===== src/rtl/regfile_pkg.sv =====
// Shared constants and types for the register file.
//   WIDTH  : data width of every bus and register
//   NREGS  : number of select addresses, including the non-storage address 0
//   SEL_W  : select width, log2(NREGS)
//   data_t : one data word
//   sel_t  : one register select
//   regs_t : packed storage r1..r(NREGS-1); index 0 intentionally absent
package regfile_pkg;

    localparam int unsigned WIDTH = 16;
    localparam int unsigned NREGS = 8;
    localparam int unsigned SEL_W = $clog2(NREGS);

    typedef logic [WIDTH-1:0] data_t;
    typedef logic [SEL_W-1:0] sel_t;
    typedef data_t [NREGS-1:1] regs_t;

endpackage


===== src/rtl/reg_file_if.sv =====
// Datapath-side bus of the register file.
//   dsel : write destination select (0 = no write)
//   asel : A read-port select
//   bsel : B read-port select
//   din  : external data, forwarded when a read select is 0
//   rin  : write data
//   abus : A operand read data (combinational)
//   bbus : B operand read data (combinational)
// master drives selects and data; slave (the register file) returns the read buses.
interface reg_file_if;

    regfile_pkg::sel_t  dsel;
    regfile_pkg::sel_t  asel;
    regfile_pkg::sel_t  bsel;
    regfile_pkg::data_t din;
    regfile_pkg::data_t rin;
    regfile_pkg::data_t abus;
    regfile_pkg::data_t bbus;

    modport master (
        output dsel, asel, bsel, din, rin,
        input  abus, bbus
    );

    modport slave (
        input  dsel, asel, bsel, din, rin,
        output abus, bbus
    );

endinterface


===== src/rtl/regfile_rdport.sv =====
// One combinational read port.
//   sel_i  : register select; 0 forwards din_i
//   din_i  : external data
//   regs_i : stored registers r1..r(NREGS-1)
//   data_o : selected data
module regfile_rdport
    import regfile_pkg::*;
(
    input  sel_t  sel_i,
    input  data_t din_i,
    input  regs_t regs_i,
    output data_t data_o
);

    // Loop compare keeps every index in range; address 0 falls through to din_i.
    always_comb begin
        data_o = din_i;
        for (int i = 1; i < int'(NREGS); i++) begin
            if (sel_i == sel_t'(i)) begin
                data_o = regs_i[i];
            end
        end
    end

endmodule


===== src/rtl/reg_file.sv =====
// Two-read/one-write register file feeding the ALU operands.
//   clk_i  : clock, all state updates on the rising edge
//   rst_i  : synchronous active-high reset, clears r1..r7
//   bus_io : slave side of reg_file_if (selects, din/rin in; abus/bbus out)
// Address 0 is not storage: reading it forwards din, writing it is a no-op.
// No write-through bypass: a register being written reads its old value until the edge.
module reg_file
    import regfile_pkg::*;
(
    input  logic       clk_i,
    input  logic       rst_i,
    reg_file_if.slave  bus_io
);

    regs_t regs_q;
    regs_t regs_d;

    // Write decode: at most one register takes rin; dsel = 0 matches nothing.
    always_comb begin
        regs_d = regs_q;
        for (int i = 1; i < int'(NREGS); i++) begin
            if (bus_io.dsel == sel_t'(i)) begin
                regs_d[i] = bus_io.rin;
            end
        end
    end

    // Reset wins over a write presented in the same cycle.
    always_ff @(posedge clk_i) begin
        if (rst_i) begin
            regs_q <= '0;
        end else begin
            regs_q <= regs_d;
        end
    end

    regfile_rdport u_rdport_a (
        .sel_i  (bus_io.asel),
        .din_i  (bus_io.din),
        .regs_i (regs_q),
        .data_o (bus_io.abus)
    );

    regfile_rdport u_rdport_b (
        .sel_i  (bus_io.bsel),
        .din_i  (bus_io.din),
        .regs_i (regs_q),
        .data_o (bus_io.bbus)
    );

endmodule


===== src/flat_wrapper.sv =====
// flat-port wrapper written by rule: the top's interface ports become plain ports
module reg_file_flat import regfile_pkg::*;
  (clk_i, rst_i, bus_io_dsel, bus_io_asel, bus_io_bsel, bus_io_din, bus_io_rin, bus_io_abus, bus_io_bbus);
  reg_file_if bus_io_i ();
  input  logic clk_i;
  input  logic rst_i;
  input wire logic [$bits(bus_io_i.dsel)-1:0] bus_io_dsel;
  input wire logic [$bits(bus_io_i.asel)-1:0] bus_io_asel;
  input wire logic [$bits(bus_io_i.bsel)-1:0] bus_io_bsel;
  input wire logic [$bits(bus_io_i.din)-1:0] bus_io_din;
  input wire logic [$bits(bus_io_i.rin)-1:0] bus_io_rin;
  output wire logic [$bits(bus_io_i.abus)-1:0] bus_io_abus;
  output wire logic [$bits(bus_io_i.bbus)-1:0] bus_io_bbus;
  assign bus_io_i.dsel = bus_io_dsel;
  assign bus_io_i.asel = bus_io_asel;
  assign bus_io_i.bsel = bus_io_bsel;
  assign bus_io_i.din = bus_io_din;
  assign bus_io_i.rin = bus_io_rin;
  assign bus_io_abus = bus_io_i.abus;
  assign bus_io_bbus = bus_io_i.bbus;
  reg_file u_core (.clk_i(clk_i), .rst_i(rst_i), .bus_io(bus_io_i));
endmodule

===== config.mk =====
export PLATFORM = sky130hd
export DESIGN_NAME = reg_file_flat
export DESIGN_NICKNAME = d
export VERILOG_FILES = /design/src/rtl/regfile_pkg.sv /design/src/rtl/reg_file_if.sv /design/src/rtl/regfile_rdport.sv /design/src/rtl/reg_file.sv /design/src/flat_wrapper.sv
export SDC_FILE = /design/constraint.sdc
export NUM_CORES = 1
export LEC_CHECK = 0
export CAP_MARGIN = 10
export CORE_MARGIN = 2
export CORE_UTILIZATION = 55
export CTS_CLUSTER_SIZE = 40
export DETAILED_ROUTE_END_ITERATION = 10
export PLACE_DENSITY = 0.78
export SYNTH_ARGS = -nofsm -noshare
export SYNTH_HDL_FRONTEND = slang
export SYNTH_HIERARCHICAL = 1
export SYNTH_SLANG_ARGS = --single-unit
export TNS_END_PERCENT = 30

===== constraint.sdc =====
create_clock -name clk_i -period 3.6 [get_ports clk_i]
set_input_delay 0.72 -clock clk_i [delete_from_list [all_inputs] [get_ports clk_i]]
set_output_delay 0.72 -clock clk_i [all_outputs]
set_load 0.01 [all_outputs]

==> out/metrics.yaml <==
setup_path:
  critPathLaunch: "bus_io_asel[1]"
  crit_top_cell: "clkdlybuf4s50_1"
  path_cells: "clkdlybuf4s50_1 > buf_4 > mux2_1 > a22o_1 > a221o_1 > clkdlybuf4s50_1"
  crit_fanout: 13
  path_class: "input pin to primary output"
  crit_slowest_cell: "clkdlybuf4s50_1"
  start_kind: "input pin"
  worstPathArrival_ns: 2.84
  r2r_start: "u_core/regs_q[95]"
  cp.required_ns: 2.88
  critPathMaxStageDelay_ns: 0.50
  end_kind: "primary output"
timing:
  max-slew-margin-rel_pct: 34.1
  final.min_clock_period_ns: 3.56
  finalClockSkew_ns: 0
  fin_crit_sh_pct: 98.8
  drv_slew: 0
  fin_ws_ns: 0.0433
  finalHoldViolCount: 0
  whs_ns: 0.493
  finalSetupViolCount: 0
  rsz0062_at_grt: "no"
  tightest_slew_ns: 0.985
  fmax_mhz: 281
floorplanning:
  die_h_um: 115
  rows: 40
  io_pins: 75
  die_w_um: 115
  start_util_pct: 56.4
  dieArea_um2: 13300
  core-area_um2: 12100
yosys:
  synth_commonest_cells: "mux2i_1 (142), nand2b_1 (132), dfxtp_1 (112)"
  yosysWarnings: 6
  ys_top_cells_by_area: "dfxtp_1 (33%), mux2i_1 (21%), nand2b_1 (12%)"
  syn-cell-area_um2: 6810
  postSynth.asyncResetShare_pct: 0
  synth_top_area_share_pct: 32.9
  yosys_register_bits: 112
  ys.flop_type: "dfxtp_1"
  syn_area_per_cell_um2: 9.91
  synth_top_family_by_area: "multiplexers"
  synth-edff-count: 0
  seq_area_frac_synth_pct: 32.9
  syn_nets: 730
  muxShareOfSynthArea_pct: 29.9
  yosysUniqueCellTypes: 34
  yosysTopAreaCell: "dfxtp_1"
  synth_most_common_cell: "mux2i_1"
  synth_cells: 687
  synth_xor_area_share_pct: 0
  synth-compound-area-share_pct: 12.7
  synth-simple-area-share_pct: 18.5
  synth_fa_ha_area_share_pct: 0
layout:
  fin_nets: 786
  fin_cells: 916
  num-fill-cells: 971
  largest_register_ffs: 112
  area_growth_pct: 16.7
  n_antenna_cell: 0
  drive_gt1_share_pct: 12.0
  top_register: "u_core/regs_q"
  reg_top3: "u_core/regs_q: 112 flops"
routing:
  initialDrtViolationCount: 461
  firstDrtPassIters: 5
  postRouteAntennaNets: 0
  drc: 0
  vias: 5542
  wl_um: 18000
  viasPerCell: 6.05
  routedWlPerCell_um: 19.6
hold_path:
  worstHoldPathType: "register to register"
  min_from: "u_core/regs_q[86]"
pwr:
  power_leakage_uw: 0.00341
  power_density_nw_per_um2: 362
  irDropWorstVdd_mv: 0.297
clock_network:
  clkLatencyLatePin_ns: 0.35
  clockBufferDepth: 2
  h-tree-depth: 3
  postCtsHoldBufs: 0
  clk_pin_slew_ns: 0.07
  numCtsBuffers: 9
  cts_tree: "yes"
  cts.sinks: 112
  clockRootBuffer: "clkbuf_16"
  postCtsSetupBuffers: 0
status:
  outcome: "finished clean"
global_routing:
  grtUsageTotal_pct: 27.4
  antenna_found_initial: 0
  grt_pass1_vias: 5626
  grt_pass1_wl_um: 28400
  overflow: 0
  grt_max_degree: 74
place:
  hpwlAfterDp_um: 12300
  io_buffers: 74
  place_ws_ns: -0.0270
  dp_cells: 900
  gp_congestion: 0.862
flow_run:
  drv_cap: 0
layout make-up:
cell class | instances | area, um2 | share of cell area, %
Multi-Input combinational cell | 509 | 4160 | 52.4
Sequential cell | 112 | 2240 | 28.2
Timing Repair Buffer | 109 | 1020 | 12.9
Clock buffer | 11 | 243 | 3.06
Tap cell | 168 | 210 | 2.65
Clock inverter | 5 | 56.3 | 0.709
Inverter | 2 | 7.51 | 0.0945
placed cells by master, fill, tap and decap left out, types with 16 or more instances in the layout:
cell type,count
a221o_1,26
mux2i_1,142
nor2b_1,32
nand2b_1,132
buf_4,31
a21oi_1,16
nor2_1,16
dfxtp_1,112
clkdlybuf4s50_1,68
mux2_2,16
a22oi_1,16
power by group:
part	total, uW	internal [uW]	leakage [uW]	switching (uW)
logic	544	282	0.00235	262
registers	1320	1280	0.000910	34.7
clock network	1020	558	0.000145	458
metrics by stage:
stage	TNS [ns]	utilization (%)	power (uW)	instance area, um2
after detailed placement	-0.0270	63.3	1880	7640
after global routing	0	65.9	2980	7940
after CTS	0	65.8	2890	7940
after floorplan	0	-	1680	6810
after global placement	0	63.3	1860	7640
final	0	65.9	2880	7940
critical path: cells and delay by family:
family / cells / cell delay, ns
AO/OA/AOI/OAI: 2 / 0.63
buffers and inverters: 3 / 1.15
multiplexers: 1 / 0.34
path summary, 6_finish.rpt:
| check | to | slack (ns) | cells after the start |
|---|---|---|---|
| max | bus_io_abus[12] | 0.04 | 6 |
| min | u_core/regs_q[86] | 0.49 | 2 |
| min reg2reg | u_core/regs_q[86] | 0.49 | 2 |
| max reg2reg | u_core/regs_q[95] | 2.85 | 2 |
routing by layer:
| layer | global-route usage, % | wire length (um) | part of all wire, % | up-vias |
|---|---|---|---|---|
| li1 | - | - | - | 2602 |
| met1 | 32.9 | 7530 | 42 | 2695 |
| met2 | 49.6 | 9140 | 51 | 208 |
| met4 | 8.76 | 419 | 2.3 | 0 |
| met5 | 0 | 0 | 0 | - |
| met3 | 4.90 | 891 | 5.0 | 37 |
cells by family (layout without fill, tap and decap cells):
logic type | after synthesis | after routing
buffers and inverters | 66 | 127
flip-flops | 112 | 112
AO/OA/AOI/OAI | 116 | 116
multiplexers | 182 | 182
AND/OR/NAND/NOR | 211 | 211
timing repair:
item / CTS / global route
gates resized for setup: 1 / 3
endpoints found under the setup margin: 1 / 5
hold endpoints to repair: 0 / 0
Note: power is estimated with default switching activity, not from simulation.
